$ cat config.mk
export PLATFORM = sky130hd
export DESIGN_NAME = instr_prefetch
export DESIGN_NICKNAME = d
export VERILOG_FILES = /design/src/rtl/instr_prefetch.sv
export SDC_FILE = /design/constraint.sdc
export NUM_CORES = 1
export LEC_CHECK = 0
export ABC_AREA = 1
export CAP_MARGIN = 20
export CORE_MARGIN = 10
export CORE_UTILIZATION = 43
export CTS_BUF_LIST = sky130_fd_sc_hd__clkbuf_8
export DETAILED_ROUTE_END_ITERATION = 8
export PLACE_DENSITY = 0.65
export SLEW_MARGIN = 0
export SYNTH_ARGS = -nofsm -noshare
export SYNTH_HDL_FRONTEND = slang
export SYNTH_SLANG_ARGS = --single-unit
export TNS_END_PERCENT = 30
$ cat constraint.sdc
create_clock -name clock -period 2.2 [get_ports clock]
set_input_delay 0.22 -clock clock [delete_from_list [all_inputs] [get_ports clock]]
set_output_delay 0.22 -clock clock [all_outputs]
set_load 0.05 [all_outputs]
$ cat src/rtl/instr_prefetch.sv
// Instruction fetch stage: req/ack fetch into a small FIFO,
// valid/ready toward execute, redirect flush and HALT stop.
module instr_prefetch #(
  parameter int ADDR_W   = 12,
  parameter int DATA_W   = 32,
  parameter int DEPTH    = 4,
  parameter int RESET_PC = 3
) (
  input  logic              clock,
  input  logic              reset_n,
  output logic              mem_req,
  output logic [ADDR_W-1:0] mem_addr,
  input  logic              mem_ack,
  input  logic [DATA_W-1:0] mem_rdata,
  output logic              ir_valid,
  output logic [DATA_W-1:0] ir_data,
  output logic [ADDR_W-1:0] ir_pc,
  input  logic              ir_ready,
  input  logic              redirect,
  input  logic [ADDR_W-1:0] redirect_pc,
  output logic              fetch_stopped
);

  localparam int PW = $clog2(DEPTH);
  localparam int CW = PW + 1;
  localparam logic [ADDR_W-1:0] RPC = ADDR_W'(RESET_PC);

  typedef enum logic [1:0] {
    IDLE, REQ, DRAIN, STOP
  } state_t;

  state_t state, state_d;

  logic [ADDR_W-1:0] fpc;
  logic [ADDR_W-1:0] hold_addr;
  logic [DATA_W-1:0] data_q [DEPTH];
  logic [ADDR_W-1:0] pc_q   [DEPTH];
  logic [PW-1:0]     wptr, rptr;
  logic [CW-1:0]     count;

  logic pop, push, is_halt, room;

  assign ir_valid = (count != '0);
  assign ir_data  = data_q[rptr];
  assign ir_pc    = pc_q[rptr];

  assign pop     = ir_valid & ir_ready & ~redirect;
  assign push    = (state == REQ) & mem_ack & ~redirect;
  assign is_halt = (mem_rdata[DATA_W-1 -: 4] == 4'd8);
  assign room    = (count - CW'(pop)) < CW'(DEPTH);

  always_ff @(posedge clock or negedge reset_n) begin
    if (!reset_n) state <= IDLE;
    else          state <= state_d;
  end

  always_comb begin
    state_d = state;
    if (redirect) begin
      // an unacked request must still be drained
      if ((state == REQ || state == DRAIN) && !mem_ack)
        state_d = DRAIN;
      else
        state_d = IDLE;
    end else begin
      unique case (state)
        IDLE:  if (room) state_d = REQ;
        REQ:   if (mem_ack) state_d = is_halt ? STOP : IDLE;
        DRAIN: if (mem_ack) state_d = IDLE;
        STOP:  state_d = STOP;
        default: state_d = IDLE;
      endcase
    end
  end

  always_comb begin
    mem_req       = (state == REQ) || (state == DRAIN);
    mem_addr      = (state == DRAIN) ? hold_addr : fpc;
    fetch_stopped = (state == STOP);
  end

  always_ff @(posedge clock or negedge reset_n) begin
    if (!reset_n) begin
      fpc       <= RPC;
      hold_addr <= RPC;
    end else begin
      if (state == REQ) hold_addr <= fpc;
      if (redirect)     fpc <= redirect_pc;
      else if (push)    fpc <= fpc + ADDR_W'(1);
    end
  end

  always_ff @(posedge clock or negedge reset_n) begin
    if (!reset_n) begin
      wptr  <= '0;
      rptr  <= '0;
      count <= '0;
      for (int i = 0; i < DEPTH; i++) begin
        data_q[i] <= '0;
        pc_q[i]   <= '0;
      end
    end else if (redirect) begin
      wptr  <= '0;
      rptr  <= '0;
      count <= '0;
    end else begin
      if (push) begin
        data_q[wptr] <= mem_rdata;
        pc_q[wptr]   <= fpc;
        wptr         <= wptr + PW'(1);
      end
      if (pop) rptr <= rptr + PW'(1);
      count <= count + CW'(push) - CW'(pop);
    end
  end

endmodule

==> impl_metrics.csv, run 1 <==
group,metric,value,unit
setup_path,critPathSlowestCell,"dfrtp_2",
power,ir_drop,0.988,mV
synthesis,synth.largest_area_cell,"dfrtp_1",
clock_network,htree_levels,2,
setup_path,r2r_slack,0.16,ns
run_status,status,"completed",
power,cellInternalPower,10400,uW
route,drc_errors,0,
sta,slew_violations,0,
floorplanning,core-area,21800,sq um
synthesis,synth_top_area_share,0.543,
global_routing,grt_pass1_vias,7795,
setup_path,critical-path-top-delay-family,"buffers and inverters",
synthesis,seq_area_frac_synth,0.554,
placed_design,post-place-ws,0.0818,ns
setup_path,crit_chain,"buf_6 -> o21ai_0 -> o22ai_1 -> buf_4",
finish,syn_to_final_growth,26.8,%
finish,nets,1259,
finish,num_antenna_cells,0,
sta,setup_violations,0,
power,powerDensity,1520,nW/um^2
sta,relSlewSlack,0.616,
setup_path,cp_data_arrival_time,1.91,ns
synthesis,synthSimpleGateAreaFrac,0.156,
placed_design,placed_cells,1436,
sta,tns,0,ns
min_path,hp-class,"input port to async pin",
power,pwr-share-comb,0.503,
setup_path,cp_max_fo,36,
synthesis,synth.distinct_cells,32,
clock_network,numClockSinks,209,
power,p_leak,0.00575,uW
setup_path,cp_data_required_time,1.98,ns
finish,final-instance-count-excl-fill,1500,
power,sw_frac_of_total,0.431,
sta,post-route-min-period,2.13,ns
clock_network,clock_path_buffers,3,
clock_network,post_cts_buffers,0,
synthesis,synthTopCellsByArea,"dfrtp_1 (54%), o21ai_0 (12%), nand2_1 (9.2%)",
synthesis,synth_edf_count,0,
clock_network,clkTransAtPathRegs,0.06,ns
sta,fin_crit_sh,0.967,
synthesis,synthMostInstantiatedCell,"nand2_1",
global_routing,grt_pass1_wl,40000,um
synthesis,syn-num-nets,1157,
sta,setup_ws,0.0736,ns
synthesis,synthesis.area,9460,sq um
finish,post-route-cell-area,12000,sq um
floorplanning,rows,54,
setup_path,end_kind,"output port",
global_routing,grt_max_degree,66,
global_routing,grt_usage,0.169,
route,ant_nets,0,
route,vias_per_cell,5.19,
synthesis,ys_seq_elements,209,
setup_path,crit_path_start_kind,"register",
setup_path,cp_slowest_stage_delay,0.43,ns
placed_design,gp_congestion,0.816,
synthesis,ys_warn_count,0,
floorplanning,die_w,168,um
synthesis,ys.flop_type,"dfrtp_1",
flow_run,maxCapViolCount,0,
synthesis,synthAdderAreaFrac,0.0167,
sta,max_freq,470,MHz
synthesis,synth_top_family_by_area,"compound AO/OA/AOI/OAI gates",
setup_path,worst-path-buf-inv,2,
power,pwr-share-clk,0.198,
finish,drive_above_1_share,0.151,
synthesis,syn_inst,1096,
placed_design,placed_cell_area,11100,sq um
clock_network,cts_buffers,38,
sta,timing.final.hold_violations,0,
route,drt_iter0_markers,571,
placed_design,portBuffers,107,
clock_network,cts-root-buf,"clkbuf_8",
sta,clock_skew,0.0212,ns
sta,tightest_slew,0.576,ns
global_routing,overflow,0,
route,routed_wl,24200,um
setup_path,criticalPathCategory,"register to output port",
finish,final_util,0.551,
route,post_drt_wl_per_cell,16.1,um
floorplanning,pin_count,108,
route,via_count,7783,
floorplanning,die_h,168,um
synthesis,synth_compound_area_frac,0.201,
synthesis,synth_xor_area_frac,0.00741,
synthesis,synth_mux_area_frac,0,
floorplanning,start_util,0.435,
synthesis,yosys-top-cells-count,"nand2_1 (231), o21ai_0 (220), dfrtp_1 (205)",
power,p_seq_frac,0.299,
sta,rsz0062_at_grt,"yes",
power,p_sw,7840,uW
placed_design,hpwlAfterDp,14900,um
synthesis,async_flop_share,1.00,
global_routing,grt_antenna_before_repair,0,
synthesis,syn_area_per_cell,8.63,sq um
clock_network,cts_tree,"built",
route,first_pass_iters,5,
floorplanning,die_area,28300,sq um
clock_network,clock_latency,0.52,ns
placed cells by master, fill, tap and decap left out, types with 18 or more instances in the layout:
master	instances
inv_1	71
clkbuf_8	45
clkdlybuf4s50_1	47
o21ai_0	207
dfrtp_1	204
nand2_1	230
o21ai_1	61
buf_4	38
nor2_1	117
buf_12	40
o22ai_1	32
a21oi_1	18
worst reg2reg max path, stage by stage (launching register included):
cell and delay (ns):
dfrtp_1 0.41, inv_1 0.10, ha_2 0.21, nand2_4 0.08, nor2_4 0.14, inv_4 0.06, ha_4 0.21, inv_2 0.06
ha_4 0.11, inv_2 0.03, fa_2 0.51, nor2_1 0.04
state kept, by name, indices dropped and copies added (netlist names):
| signal | count |
|---|---|
| hold_addr | 12 |
| count | 3 |
| wptr | 2 |
| rptr | 2 |
| state | 2 |
| data_q | 128 |
| pc_q | 48 |
| fpc | 12 |
per-stage QoR:
step	power, uW	hold slack (ns)
after floorplan	10800	-0.0756
after global placement	14400	0.182
after detailed placement	14500	0.172
after CTS	18200	0.192
after global routing	19300	0.211
final	18200	0.201
path summary, 6_finish.rpt:
path,from,endpoint,depth (start not counted)
worst min register to register,data_q[63]$_DFFE_PN0P_,data_q[63]$_DFFE_PN0P_,2
worst max-delay path,rptr[0]$_DFFE_PN0P_,ir_data[17],4
min in group clock,redirect_pc[0],fpc[0]$_DFFE_PN1P_,3
max in group asynchronous,reset_n,fpc[0]$_DFFE_PN1P_,3
worst min-delay path,reset_n,data_q[115]$_DFFE_PN0P_,2
worst max register to register,state[1]$_DFFE_PN0P_,count[1]$_DFF_PN0_,11
cell type report:
cell class              instances  area [sq um]
fillers                      1973          9770
flip-flops and latches        209          5240
multi-input cells             748          3720
repair buffers                135          1690
clock buffers                  44           606
well taps                     280           350
inverters                      66           253
clock inverters                18           136
metal layers:
metal	vias up	track usage	routed length [um]
met1	3664	0.228	11200
met3	29	0.0473	1910
li1	3854	-	-
met5	-	0	0
met2	236	0.263	10800
met4	0	0.0397	328
cell families (layout without fill, tap and decap cells):
group           Yosys count  in the layout
simple gates            373            373
xor+xnor                  8              8
fa+ha+maj                12             12
flops                   209            209
buf+inv                 139            263
compound gates          355            355
power by group through the flow:
stage	registers, uW	clock network (uW)	logic, uW
finish	5440	3600	9150
global route	5560	3890	9860
global placement	5450	0	8900
detailed placement	5480	0	8970
CTS	5430	3710	9070
floorplan	5350	0	5500
repair_timing:
action / CTS / global route
hold buffers: 1 / 0
gates resized for setup: 18 / 22
pin swaps: 0 / 1
hold endpoints to repair: 71 / 0
cloned: 0 / 1
endpoints found under the setup margin: 22 / 34
Power figures use the tool's default switching activity.
==> run 2, diff against run 1 <==
Settings changed: CORE_UTILIZATION 43 to 53, PLACE_DENSITY 0.65 to 0.78.
==> impl_metrics.csv, run 2 (same netlist as run 1, synthesis figures left out) <==
group,metric,value,unit
setup_path,critPathSlowestCell,"dfrtp_2",
power,pwr-share-comb,0.510,
flow_run,maxCapViolCount,0,
power,powerDensity,1510,nW/um^2
clock_network,htree_levels,2,
setup_path,cp_data_required_time,1.98,ns
sta,relSlewSlack,0.618,
route,first_pass_iters,5,
power,p_seq_frac,0.305,
finish,final_util,0.682,
sta,fin_crit_sh,0.990,
route,drt_iter0_markers,663,
floorplanning,start_util,0.543,
finish,drive_above_1_share,0.144,
setup_path,reg2regPathDepth,11,
global_routing,grt_pass1_wl,39000,um
finish,nets,1262,
power,ir_drop,1.47,mV
sta,post-route-min-period,2.18,ns
global_routing,grt_max_degree,67,
sta,setup_violations,0,
floorplanning,rows,48,
route,routed_wl,23200,um
setup_path,crit_chain,"buf_8 -> o21ai_0 -> o22ai_1 -> buf_12",
global_routing,overflow,0,
global_routing,grt_pass1_vias,7809,
floorplanning,pin_count,108,
setup_path,end_kind,"output port",
global_routing,grt_usage,0.193,
clock_network,numClockSinks,209,
power,pwr-share-clk,0.186,
finish,largest_reg_flops,128,
placed_design,portBuffers,107,
floorplanning,die_area,23600,sq um
clock_network,clock_latency,0.52,ns
placed_design,placed_cell_area,11100,sq um
min_path,hp-class,"input port to async pin",
route,drc_errors,0,
sta,timing.final.hold_violations,0,
setup_path,worst-path-buf-inv,2,
setup_path,cp.depth,4,
route,ant_nets,0,
sta,max_freq,459,MHz
route,post_drt_wl_per_cell,16.0,um
setup_path,cp_max_fo,38,
sta,slew_violations,0,
placed_design,hpwlAfterDp,14600,um
finish,final_common_cell,"nand2_1",
floorplanning,die_w,154,um
clock_network,post_cts_buffers,0,
route,via_count,7917,
finish,max_flop_register,"data_q",
sta,clock_skew,0.0171,ns
clock_network,cts_buffers,37,
setup_path,critical-path-top-delay-family,"compound AO/OA/AOI/OAI gates",
finish,final_cell_mix,"nand2_1 (230), o21ai_0 (207), dfrtp_1 (204), nor2_1 (117), inv_1 (76)",
setup_path,crit_path_start_kind,"register",
setup_path,r2r_slack,0.14,ns
setup_path,cp_slowest_stage_delay,0.47,ns
power,p_leak,0.00576,uW
placed_design,gp_congestion,0.827,
power,cellInternalPower,10200,uW
power,sw_frac_of_total,0.433,
floorplanning,die_h,154,um
clock_network,clkTransAtPathRegs,0.06,ns
setup_path,cp_data_arrival_time,1.96,ns
clock_network,cts_tree,"built",
sta,tightest_slew,0.572,ns
power,p_sw,7740,uW
route,vias_per_cell,5.46,
setup_path,criticalPathCategory,"register to output port",
finish,num_antenna_cells,0,
clock_network,clock_path_buffers,3,
run_status,status,"completed",
finish,top_regs,"data_q (128), pc_q (48)",
sta,rsz0062_at_grt,"yes",
global_routing,grt_antenna_before_repair,0,
finish,syn_to_final_growth,25.7,%
finish,post-route-cell-area,11900,sq um
clock_network,cts-root-buf,"clkbuf_8",
floorplanning,core-area,17400,sq um
## run 2: repair_timing
item	in CTS	in global routing
gates resized for setup	11	22
setup endpoints to repair	29	34
hold buffers	1	0
endpoints found under the hold margin	60	0
cloned	0	1
pin swaps	0	1
## run 2: path summary, 6_finish.rpt
| check | start | endpoint |
|---|---|---|
| max | rptr[0]$_DFFE_PN0P_ | ir_pc[2] |
| min | reset_n | data_q[17]$_DFFE_PN0P_ |
| max reg2reg | state[1]$_DFFE_PN0P_ | count[1]$_DFF_PN0_ |
| min reg2reg | data_q[76]$_DFFE_PN0P_ | data_q[76]$_DFFE_PN0P_ |
| max in group asynchronous | reset_n | hold_addr[1]$_DFFE_PN1N_ |
| min in group clock | redirect_pc[1] | fpc[1]$_DFFE_PN1P_ |
## run 2: cell type report
class                      instances  area [sq um]
clock inverter                    17          68.8
multi-input combinational        748          3690
sequential                       209          5240
fill                            1398          5530
clock buffer                      45           619
timing repair buffer             139          1730
tap                              225           282
inverter                          66           258
## run 2: power groups by stage
| stage | clock [uW] | combinational [uW] | sequential (uW) |
|---|---|---|---|
| 2_1_floorplan | 0 | 5500 | 5350 |
| 3_3_place_gp | 0 | 8880 | 5450 |
| 3_5_place_dp | 0 | 8990 | 5490 |
| 4_1_cts | 3400 | 9050 | 5440 |
| 5_1_grt | 3570 | 9790 | 5580 |
| 6_report | 3320 | 9120 | 5450 |
## run 2: through the flow
| step | total power, uW | worst slack (ns) | hold slack [ns] | instances | setup TNS [ns] |
|---|---|---|---|---|---|
| 3_5_place_dp | 14500 | 0.0624 | 0.247 | 1385 | 0 |
| 4_1_cts | 17900 | -0.00334 | 0.242 | 1448 | -0.00356 |
| 6_report | 17900 | 0.0221 | 0.260 | 1449 | 0 |
| 5_1_grt | 18900 | -0.0130 | 0.269 | 1449 | -0.0304 |
| 3_3_place_gp | 14300 | 0.104 | 0.252 | 1385 | 0 |
| 2_1_floorplan | 10800 | 0.00229 | -0.0756 | 1096 | 0 |
## run 2: routing by layer
layer,share of wire,vias up,track usage
li1,-,3852,-
met1,0.45,3772,0.265
met2,0.46,263,0.296
met3,0.068,30,0.0477
met4,0.015,0,0.0607
met5,0,-,0
